`src/rtl/mcc_pkg.sv`:
```
// Shared types for the multi-cycle control sequencer: state encoding, opcodes, trap causes.
// Pure declarations; no timing or flow-control behaviour of its own.
package mcc_pkg;

    typedef enum logic [2:0] {
        S_IDLE   = 3'd0,
        S_FETCH  = 3'd1,
        S_DECODE = 3'd2,
        S_EXEC   = 3'd3,
        S_MEM    = 3'd4,
        S_WB     = 3'd5,
        S_TRAP   = 3'd6
    } state_t;

    localparam logic [6:0] OP_LW  = 7'b0000011;
    localparam logic [6:0] OP_SW  = 7'b0100011;
    localparam logic [6:0] OP_R   = 7'b0110011;
    localparam logic [6:0] OP_I   = 7'b0010011;
    localparam logic [6:0] OP_BEQ = 7'b1100011;

    localparam logic [1:0] TC_NONE      = 2'b00;
    localparam logic [1:0] TC_ILLEGAL   = 2'b01;
    localparam logic [1:0] TC_FETCH_TMO = 2'b10;
    localparam logic [1:0] TC_DATA_TMO  = 2'b11;

    function automatic logic op_legal(input logic [6:0] op);
        return (op == OP_LW) || (op == OP_SW) || (op == OP_R) ||
               (op == OP_I)  || (op == OP_BEQ);
    endfunction

endpackage

```
`src/rtl/mcc_mem_timeout.sv`:
```
// Memory-wait watchdog: counts stalled cycles; expired_o is combinational and fires on the
// (2**TMO_W-1)th consecutive enabled cycle. clr_i has priority over en_i; no backpressure.
module mcc_mem_timeout #(
    parameter int TMO_W = 8
) (
    input  logic clk,
    input  logic rst_n,
    input  logic clr_i,
    input  logic en_i,
    output logic expired_o
);

    // Counter holds the number of prior wait cycles, so the terminal wait sees 2**TMO_W-2.
    localparam logic [TMO_W-1:0] CNT_LAST = {{(TMO_W-1){1'b1}}, 1'b0};

    logic [TMO_W-1:0] cnt_q;
    logic [TMO_W-1:0] cnt_d;

    always_comb begin
        cnt_d = cnt_q;
        if (clr_i) begin
            cnt_d = '0;
        end else if (en_i) begin
            cnt_d = cnt_q + 1'b1;
        end
    end

    always_ff @(posedge clk or negedge rst_n) begin
        if (!rst_n) begin
            cnt_q <= '0;
        end else begin
            cnt_q <= cnt_d;
        end
    end

    assign expired_o = en_i && (cnt_q == CNT_LAST);

endmodule

```
`src/rtl/multicycle_ctrl_fsm.sv`:
```
// Multi-cycle FETCH/DECODE/EXEC/MEM/WB sequencer; stalls on mem_ready, traps on illegal op/timeout.
// MCC_PERF_CNT_EN adds cyc_cnt/instret performance counters.
module multicycle_ctrl_fsm
    import mcc_pkg::*;
#(
    parameter int OP_W  = 7,
    parameter int TMO_W = 8
) (
    input  logic            clk,
    input  logic            rst,
    input  logic            run,
    input  logic [OP_W-1:0] op,
    input  logic            zero,
    input  logic            mem_ready,
    output logic            mem_req,
    output logic            mem_we,
    output logic            ir_we,
    output logic            pc_we,
    output logic            pc_sel,
    output logic            rf_we,
    output logic [2:0]      phase,
    output logic            trap,
    output logic [1:0]      trap_cause
`ifdef MCC_PERF_CNT_EN
    ,
    output logic [31:0]     cyc_cnt,
    output logic [31:0]     instret
`endif
);

    state_t          state_q, state_d;
    logic [OP_W-1:0] op_q, op_d;
    logic [1:0]      cause_q, cause_d;
    logic            tmo_clr;
    logic            tmo_en;
    logic            tmo_exp;
    state_t          retire_st;

    assign tmo_en    = ((state_q == S_FETCH) || (state_q == S_MEM)) && !mem_ready;
    assign tmo_clr   = (state_d != state_q);
    assign retire_st = run ? S_FETCH : S_IDLE;

    mcc_mem_timeout #(.TMO_W(TMO_W)) u_tmo (
        .clk       (clk),
        .rst_n     (rst),
        .clr_i     (tmo_clr),
        .en_i      (tmo_en),
        .expired_o (tmo_exp)
    );

    always_comb begin
        state_d = state_q;
        op_d    = op_q;
        cause_d = cause_q;
        mem_req = 1'b0;
        mem_we  = 1'b0;
        ir_we   = 1'b0;
        pc_we   = 1'b0;
        pc_sel  = 1'b0;
        rf_we   = 1'b0;
        case (state_q)
            S_IDLE: begin
                if (run) begin
                    state_d = S_FETCH;
                end
            end
            S_FETCH: begin
                mem_req = 1'b1;
                if (mem_ready) begin
                    ir_we   = 1'b1;
                    pc_we   = 1'b1;
                    state_d = S_DECODE;
                end else if (tmo_exp) begin
                    state_d = S_TRAP;
                    cause_d = TC_FETCH_TMO;
                end
            end
            S_DECODE: begin
                // The opcode is captured here so later IR changes cannot redirect the instruction.
                op_d = op;
                if (op_legal(op)) begin
                    state_d = S_EXEC;
                end else begin
                    state_d = S_TRAP;
                    cause_d = TC_ILLEGAL;
                end
            end
            S_EXEC: begin
                case (op_q)
                    OP_BEQ: begin
                        pc_sel  = 1'b1;
                        pc_we   = zero;
                        state_d = retire_st;
                    end
                    OP_LW, OP_SW: state_d = S_MEM;
                    default:      state_d = S_WB;
                endcase
            end
            S_MEM: begin
                mem_req = 1'b1;
                mem_we  = (op_q == OP_SW);
                if (mem_ready) begin
                    state_d = (op_q == OP_LW) ? S_WB : retire_st;
                end else if (tmo_exp) begin
                    state_d = S_TRAP;
                    cause_d = TC_DATA_TMO;
                end
            end
            S_WB: begin
                rf_we   = 1'b1;
                state_d = retire_st;
            end
            S_TRAP: begin
                state_d = S_TRAP;
            end
            default: begin
                state_d = S_IDLE;
            end
        endcase
    end

    always_ff @(posedge clk or negedge rst) begin
        if (!rst) begin
            state_q <= S_IDLE;
            op_q    <= '0;
            cause_q <= TC_NONE;
        end else begin
            state_q <= state_d;
            op_q    <= op_d;
            cause_q <= cause_d;
        end
    end

    assign phase      = state_q;
    assign trap       = (state_q == S_TRAP);
    assign trap_cause = cause_q;

`ifdef MCC_PERF_CNT_EN
    logic [31:0] cyc_q;
    logic [31:0] ret_q;
    logic        retire;

    assign retire = (state_q == S_WB) ||
                    ((state_q == S_EXEC) && (op_q == OP_BEQ)) ||
                    ((state_q == S_MEM) && mem_ready && (op_q == OP_SW));

    always_ff @(posedge clk or negedge rst) begin
        if (!rst) begin
            cyc_q <= '0;
            ret_q <= '0;
        end else begin
            if ((state_q != S_IDLE) && (state_q != S_TRAP)) begin
                cyc_q <= cyc_q + 32'd1;
            end
            if (retire) begin
                ret_q <= ret_q + 32'd1;
            end
        end
    end

    assign cyc_cnt = cyc_q;
    assign instret = ret_q;
`endif

endmodule
```
`config.mk`:
```
export PLATFORM = sky130hd
export DESIGN_NAME = multicycle_ctrl_fsm
export DESIGN_NICKNAME = d
export VERILOG_FILES = /design/src/rtl/mcc_pkg.sv /design/src/rtl/mcc_mem_timeout.sv /design/src/rtl/multicycle_ctrl_fsm.sv
export SDC_FILE = /design/constraint.sdc
export NUM_CORES = 1
export LEC_CHECK = 0
export BUFFER_PORTS_ARGS = -buffer_cell sky130_fd_sc_hd__buf_2
export CAP_MARGIN = 20
export CORE_MARGIN = 3
export CORE_UTILIZATION = 58
export DETAILED_ROUTE_END_ITERATION = 16
export PLACE_DENSITY = 0.83
export SLEW_MARGIN = 0
export SYNTH_ARGS = -nofsm -noshare
export SYNTH_HDL_FRONTEND = slang
export SYNTH_SLANG_ARGS = --single-unit
```
`constraint.sdc`:
```
create_clock -name clk -period 2.41 [get_ports clk]
set_input_delay 0.241 -clock clk [delete_from_list [all_inputs] [get_ports clk]]
set_output_delay 0.241 -clock clk [all_outputs]
set_load 0.01 [all_outputs]
```
==> results of run 1 <==
[power breakdown]
| part | total [mW] | switching (mW) | internal [mW] |
|---|---|---|---|
| combinational | 0.607 | 0.337 | 0.271 |
| clock | 0.197 | 0.105 | 0.0923 |
| sequential | 0.572 | 0.146 | 0.426 |
[cell families (layout without fill, tap and decap cells)]
family	count (synthesis)	count (layout)
simple gates	64	64
compound gates	20	20
mux	7	7
fa+ha+maj	2	2
buf+inv	8	33
xor+xnor	8	8
flops	20	20
[area by class of cell]
type,instances,area [µm²],share of cell area
Sequential cell,20,500,0.356
Multi-Input combinational cell,101,688,0.489
Timing Repair Buffer,25,133,0.0943
Inverter,4,15.0,0.0107
Clock buffer,4,36.3,0.0258
Tap cell,27,33.8,0.0240
[per-layer routing]
metal,up-vias,GRT usage
met3,7,0.0430
met1,492,0.308
met4,0,0.0961
met2,49,0.339
met5,-,0
li1,520,-
[worst max-delay path, cell delays in order, from the launching register on]
cell	delay, ns
dfrtp_1	0.64
inv_2	0.07
nor3_1	0.33
and4b_1	0.25
buf_2	0.13
[placed cells by master, fill, tap and decap left out, types with 4 or more instances in the layout]
master / count
nand2b_1: 4
xnor2_1: 4
buf_2: 23
a21oi_1: 5
dfrtp_1: 20
nand3_1: 7
nor3_1: 13
nor2_1: 8
nand2_1: 13
mux2_1: 5
nor2b_1: 4
[stage by stage]
step	setup slack (ns)	utilization	cell area [µm²]
6_report	0.430	0.710	1410
5_1_grt	0.245	0.710	1410
2_1_floorplan	0.883	-	1230
3_3_place_gp	0.565	0.686	1360
3_5_place_dp	0.446	0.686	1360
4_1_cts	0.428	0.710	1410
[flip-flops by register name, indices dropped and copies added (netlist names)]
name and flops:
u_tmo.cnt_q 8, op_q 7, phase 3, trap_cause 2
[worst max path at each step]
stage,end,slack (ns),startpoint
final,mem_we,0.43,phase[2]
after global routing,u_tmo.cnt_q[1],0.25,phase[0]
after CTS,u_tmo.cnt_q[7],0.43,phase[0]
after detailed placement,u_tmo.cnt_q[4],0.45,phase[0]
after global placement,u_tmo.cnt_q[1],0.57,phase[0]
after floorplan,u_tmo.cnt_q[0],0.88,u_tmo.cnt_q[0]
==> results.cfg, run 1 <==
[outcome]
outcome = complete, no violations

[synth]
synthSimpleGateAreaFrac = 0.290
synth_adder_area_share = 0.0204
synth_top_area_cell = dfrtp_1
yosysSeqAreaShare = 0.407
synth-xor-area-share = 0.0631
synthCells = 129
synth_cell_types = 44
synthFlopType = dfrtp_1
ys_ff_latch = 20
synth_warnings = 0
synth_mux_area_frac = 0.0642
async_reset_ff_frac = 1.00
synth_top_family_by_area = simple AND/OR/NAND/NOR gates
synth_edf_count = 0
synthMostInstantiatedCell = dfrtp_1
syn_area_mm2 = 0.00123
yosys-top-cells-area = dfrtp_1, nor3_1, mux2_1
synth-compound-area-share = 0.122
avgSynthCellArea_um2 = 9.52
synthesis.nets = 143
synth_top_cell_area_share = 0.407
ys_top_cells_by_count = dfrtp_1, nand2_1, nor3_1, nor2_1, nand3_1

[grt]
grt_pass1_vias = 994
antenna_found_initial = 0
globalRouteTotalUtil = 0.223
grt_max_degree = 21
grt_pass1_wl_um = 4490
grt.overflow.total = 0

[finish]
fillCellCount = 167
layout.nets = 169
drive_above_1_share = 0.240
antenna_cells = 0
area_delta_synth_final_pct = 14.5
finalNonFillerCells = 181

[floorplan]
num_rows = 16
die_y_um = 52.0
die_w_um = 52.0
start_util = 0.620
io_pins = 24
core_mm2 = 0.00198
die_area_mm2 = 0.00271

[pwr]
total_power_mw = 1.38
ir_worst_vdd_v = 0.000604
p_per_area_mw_per_mm2 = 979
leakagePower_nw = 0.627

[detailed_routing]
vias_per_cell = 5.90
dr_total_vias = 1068
routed.top_layer = met4
drtAntennaViolNets = 0
firstDrtPassIters = 4
wl_met1_um = 1240
detail_route.wl_per_cell_um = 15.0
wl_met3_um = 174
wirelength_um = 2710
post-route-drc-count = 0
dr_wl_met2_um = 1240
drt_iter0_markers = 44

[worst_setup_path]
reg2regPathDepth = 6
cp-end-kind = output pin
r2r-end = u_tmo.cnt_q[7]
cp_max_fo = 13
critPathKind = reg2out
worst_ep_arrival_time_ns = 1.74
cp-start-kind = register
r2r_slack_ns = 0.44
r2r-start = phase[0]
cp.required_ns = 2.17

[timing]
fin_skew_ns = 0.00266
setup_tns_ns = 0
fmax_ghz = 0.505
worstMarginPinSlew_ns = 0.656
fin_crit_ns = 1.98
hold_slack_ns = 0.148
rsz0062_at_grt = no
setup_viol = 0
hold_viol_final = 0
finalMaxSlewViolations = 0
min_period_over_period = 0.821
maxSlewHeadroom = 0.551

[worst_hold_path]
whs_path_depth = 3
holdPathEnd = op_q[5]
hold_path.startpoint = op[5]
hp-class = in2reg

[clock_tree]
clk_latency_ns = 0.30
htreeDepth = 1
cts_tree = yes
cts_sinks = 20
cts_buffers = 3
postCtsSetupBuffers = 0
clkTransAtPathRegs_ns = 0.11
ctsResizeCount = 0
cts_buffer_depth = 2
hold_buffers = 1
clock-root-buffer = clkbuf_4

[placement]
io_buffers = 23
post-dp-hpwl_um = 1950
dp.cells = 176
place.gp.congestion = 0.831

[job]
drv_cap = 0
(Power assumes the default switching activity.)
==> inputs of run 2 (changes only) <==
--- a/config.mk
+++ b/config.mk
@@ -8,9 +8,9 @@
 export BUFFER_PORTS_ARGS = -buffer_cell sky130_fd_sc_hd__buf_2
 export CAP_MARGIN = 20
 export CORE_MARGIN = 3
-export CORE_UTILIZATION = 58
+export CORE_UTILIZATION = 49
 export DETAILED_ROUTE_END_ITERATION = 16
-export PLACE_DENSITY = 0.83
+export PLACE_DENSITY = 0.75
 export SLEW_MARGIN = 0
 export SYNTH_ARGS = -nofsm -noshare
 export SYNTH_HDL_FRONTEND = slang
==> constraint.sdc (replaced) <==
create_clock -name clk -period 1.8 [get_ports clk]
set_input_delay 0.18 -clock clk [delete_from_list [all_inputs] [get_ports clk]]
set_output_delay 0.18 -clock clk [all_outputs]
set_load 0.01 [all_outputs]
==> run 2 against run 1 <==
Register-to-register slack got worse by 0.42 ns. Die area grew 16%. Sequential share of layout area down 3.7 points. Clock skew rose by 0.0035 ns. Non-clock buffer count grew 11. Critical path type unchanged. Largest power group unchanged.
==> results.cfg, run 2 (same netlist as run 1, synthesis figures left out) <==
[timing]
fmax_ghz = 0.558
worstMarginPinSlew_ns = 0.452
fin_skew_ns = 0.00618
maxSlewHeadroom = 0.699
hold_slack_ns = 0.119
fin_crit_ns = 1.79
rsz0062_at_grt = yes
finalMaxSlewViolations = 0
setup_tns_ns = 0
min_period_over_period = 0.996
layout_setup_ws_ns = 0.00662
setup_viol = 0
hold_viol_final = 0

[detailed_routing]
drt_iter0_markers = 26
post-route-drc-count = 0
dr_total_vias = 1132
drtAntennaViolNets = 0
wirelength_um = 3080
firstDrtPassIters = 4
vias_per_cell = 5.90
detail_route.wl_per_cell_um = 16.0

[floorplan]
die_w_um = 56.1
die_y_um = 56.1
start_util = 0.535
num_rows = 17
io_pins = 24
die_area_mm2 = 0.00314
core_mm2 = 0.00230

[worst_setup_path]
critPathKind = reg2out
cp-end-kind = output pin
cp-start-kind = register
cp.required_ns = 1.62
worst_ep_arrival_time_ns = 1.61
cp_max_fo = 3

[finish]
final_common_cell = buf_2
antenna_cells = 0
top_register = u_tmo.cnt_q
drive_above_1_share = 0.372
finalNonFillerCells = 192
fin_util = 0.687
largest_reg_flops = 8
post-route-cell-area_mm2 = 0.00158
area_delta_synth_final_pct = 28.5
final_cell_mix = buf_2, dfrtp_1, nand2_1
layout.nets = 180

[placement]
placed_cell_area_mm2 = 0.00141
pre_cts_ws_ns = 0.0145
post-dp-hpwl_um = 2100
io_buffers = 23
place.gp.congestion = 0.924
dp.cells = 184

[grt]
grt.overflow.total = 0
antenna_found_initial = 0
grt_pass1_vias = 1066
globalRouteTotalUtil = 0.187
grt_max_degree = 21
grt_pass1_wl_um = 4780

[worst_hold_path]
hp-class = in2reg

[clock_tree]
cts_sinks = 20
htreeDepth = 1
cts_tree = yes
clkTransAtPathRegs_ns = 0.10
cts_buffers = 3
cts_buffer_depth = 2
clk_latency_ns = 0.29
clock-root-buffer = clkbuf_4

[pwr]
leakagePower_nw = 0.689
total_power_mw = 2.13
p_per_area_mw_per_mm2 = 1350
ir_worst_vdd_v = 0.000747

[outcome]
outcome = complete, no violations

[job]
drv_cap = 0
-- run 2: worst paths after layout --
kind / startpoint / endpoint / slack [ns] / depth (start not counted)
max in group asynchronous: rst / phase[2] / 1.11 / 2
setup reg to reg: u_tmo.cnt_q[0] / u_tmo.cnt_q[5] / 0.02 / 9
hold / removal: op[4] / op_q[4] / 0.12 / 2
min in group asynchronous: rst / u_tmo.cnt_q[3] / 0.35 / 2
setup / recovery: op_q[3] / pc_we / 0.007 / 6
hold reg to reg: op_q[1] / op_q[1] / 0.50 / 1
-- run 2: layout make-up --
| class | instances | area [µm²] |
|---|---|---|
| Inverter | 4 | 15.0 |
| Tap cell | 28 | 35.0 |
| Clock buffer | 3 | 22.5 |
| Multi-Input combinational cell | 101 | 771 |
| Timing Repair Buffer | 36 | 231 |
| Fill cell | 192 | 718 |
| Sequential cell | 20 | 504 |
-- run 2: worst max-delay path, cell delays in order (launching register included) --
cell and delay [ns]:
dfrtp_1 0.38, nand3b_1 0.24, nor3_2 0.21, nand3_1 0.12
nor2_2 0.13, a21o_1 0.12, buf_2 0.12
-- run 2: repair_timing --
| item | CTS | global route |
|---|---|---|
| setup buffers | 0 | 4 |
| resized for setup | 4 | 15 |
| hold endpoints to repair | 20 | 0 |
| setup endpoints to repair | 3 | 12 |
| pin swaps | 0 | 8 |
| hold buffers | 1 | 0 |
-- run 2: metal layers --
metal / vias to the layer above / global-route usage / routed length (µm)
li1: 539 / - / -
met1: 557 / 0.251 / 1410
met2: 31 / 0.301 / 1470
met3: 5 / 0.0371 / 156
met4: 0 / 0.0610 / 40
met5: - / 0 / 0
-- run 2: power by group --
part	switching [mW]	internal, mW	total (mW)
clock network	0.126	0.0777	0.204
logic	0.669	0.548	1.22
registers	0.136	0.578	0.714
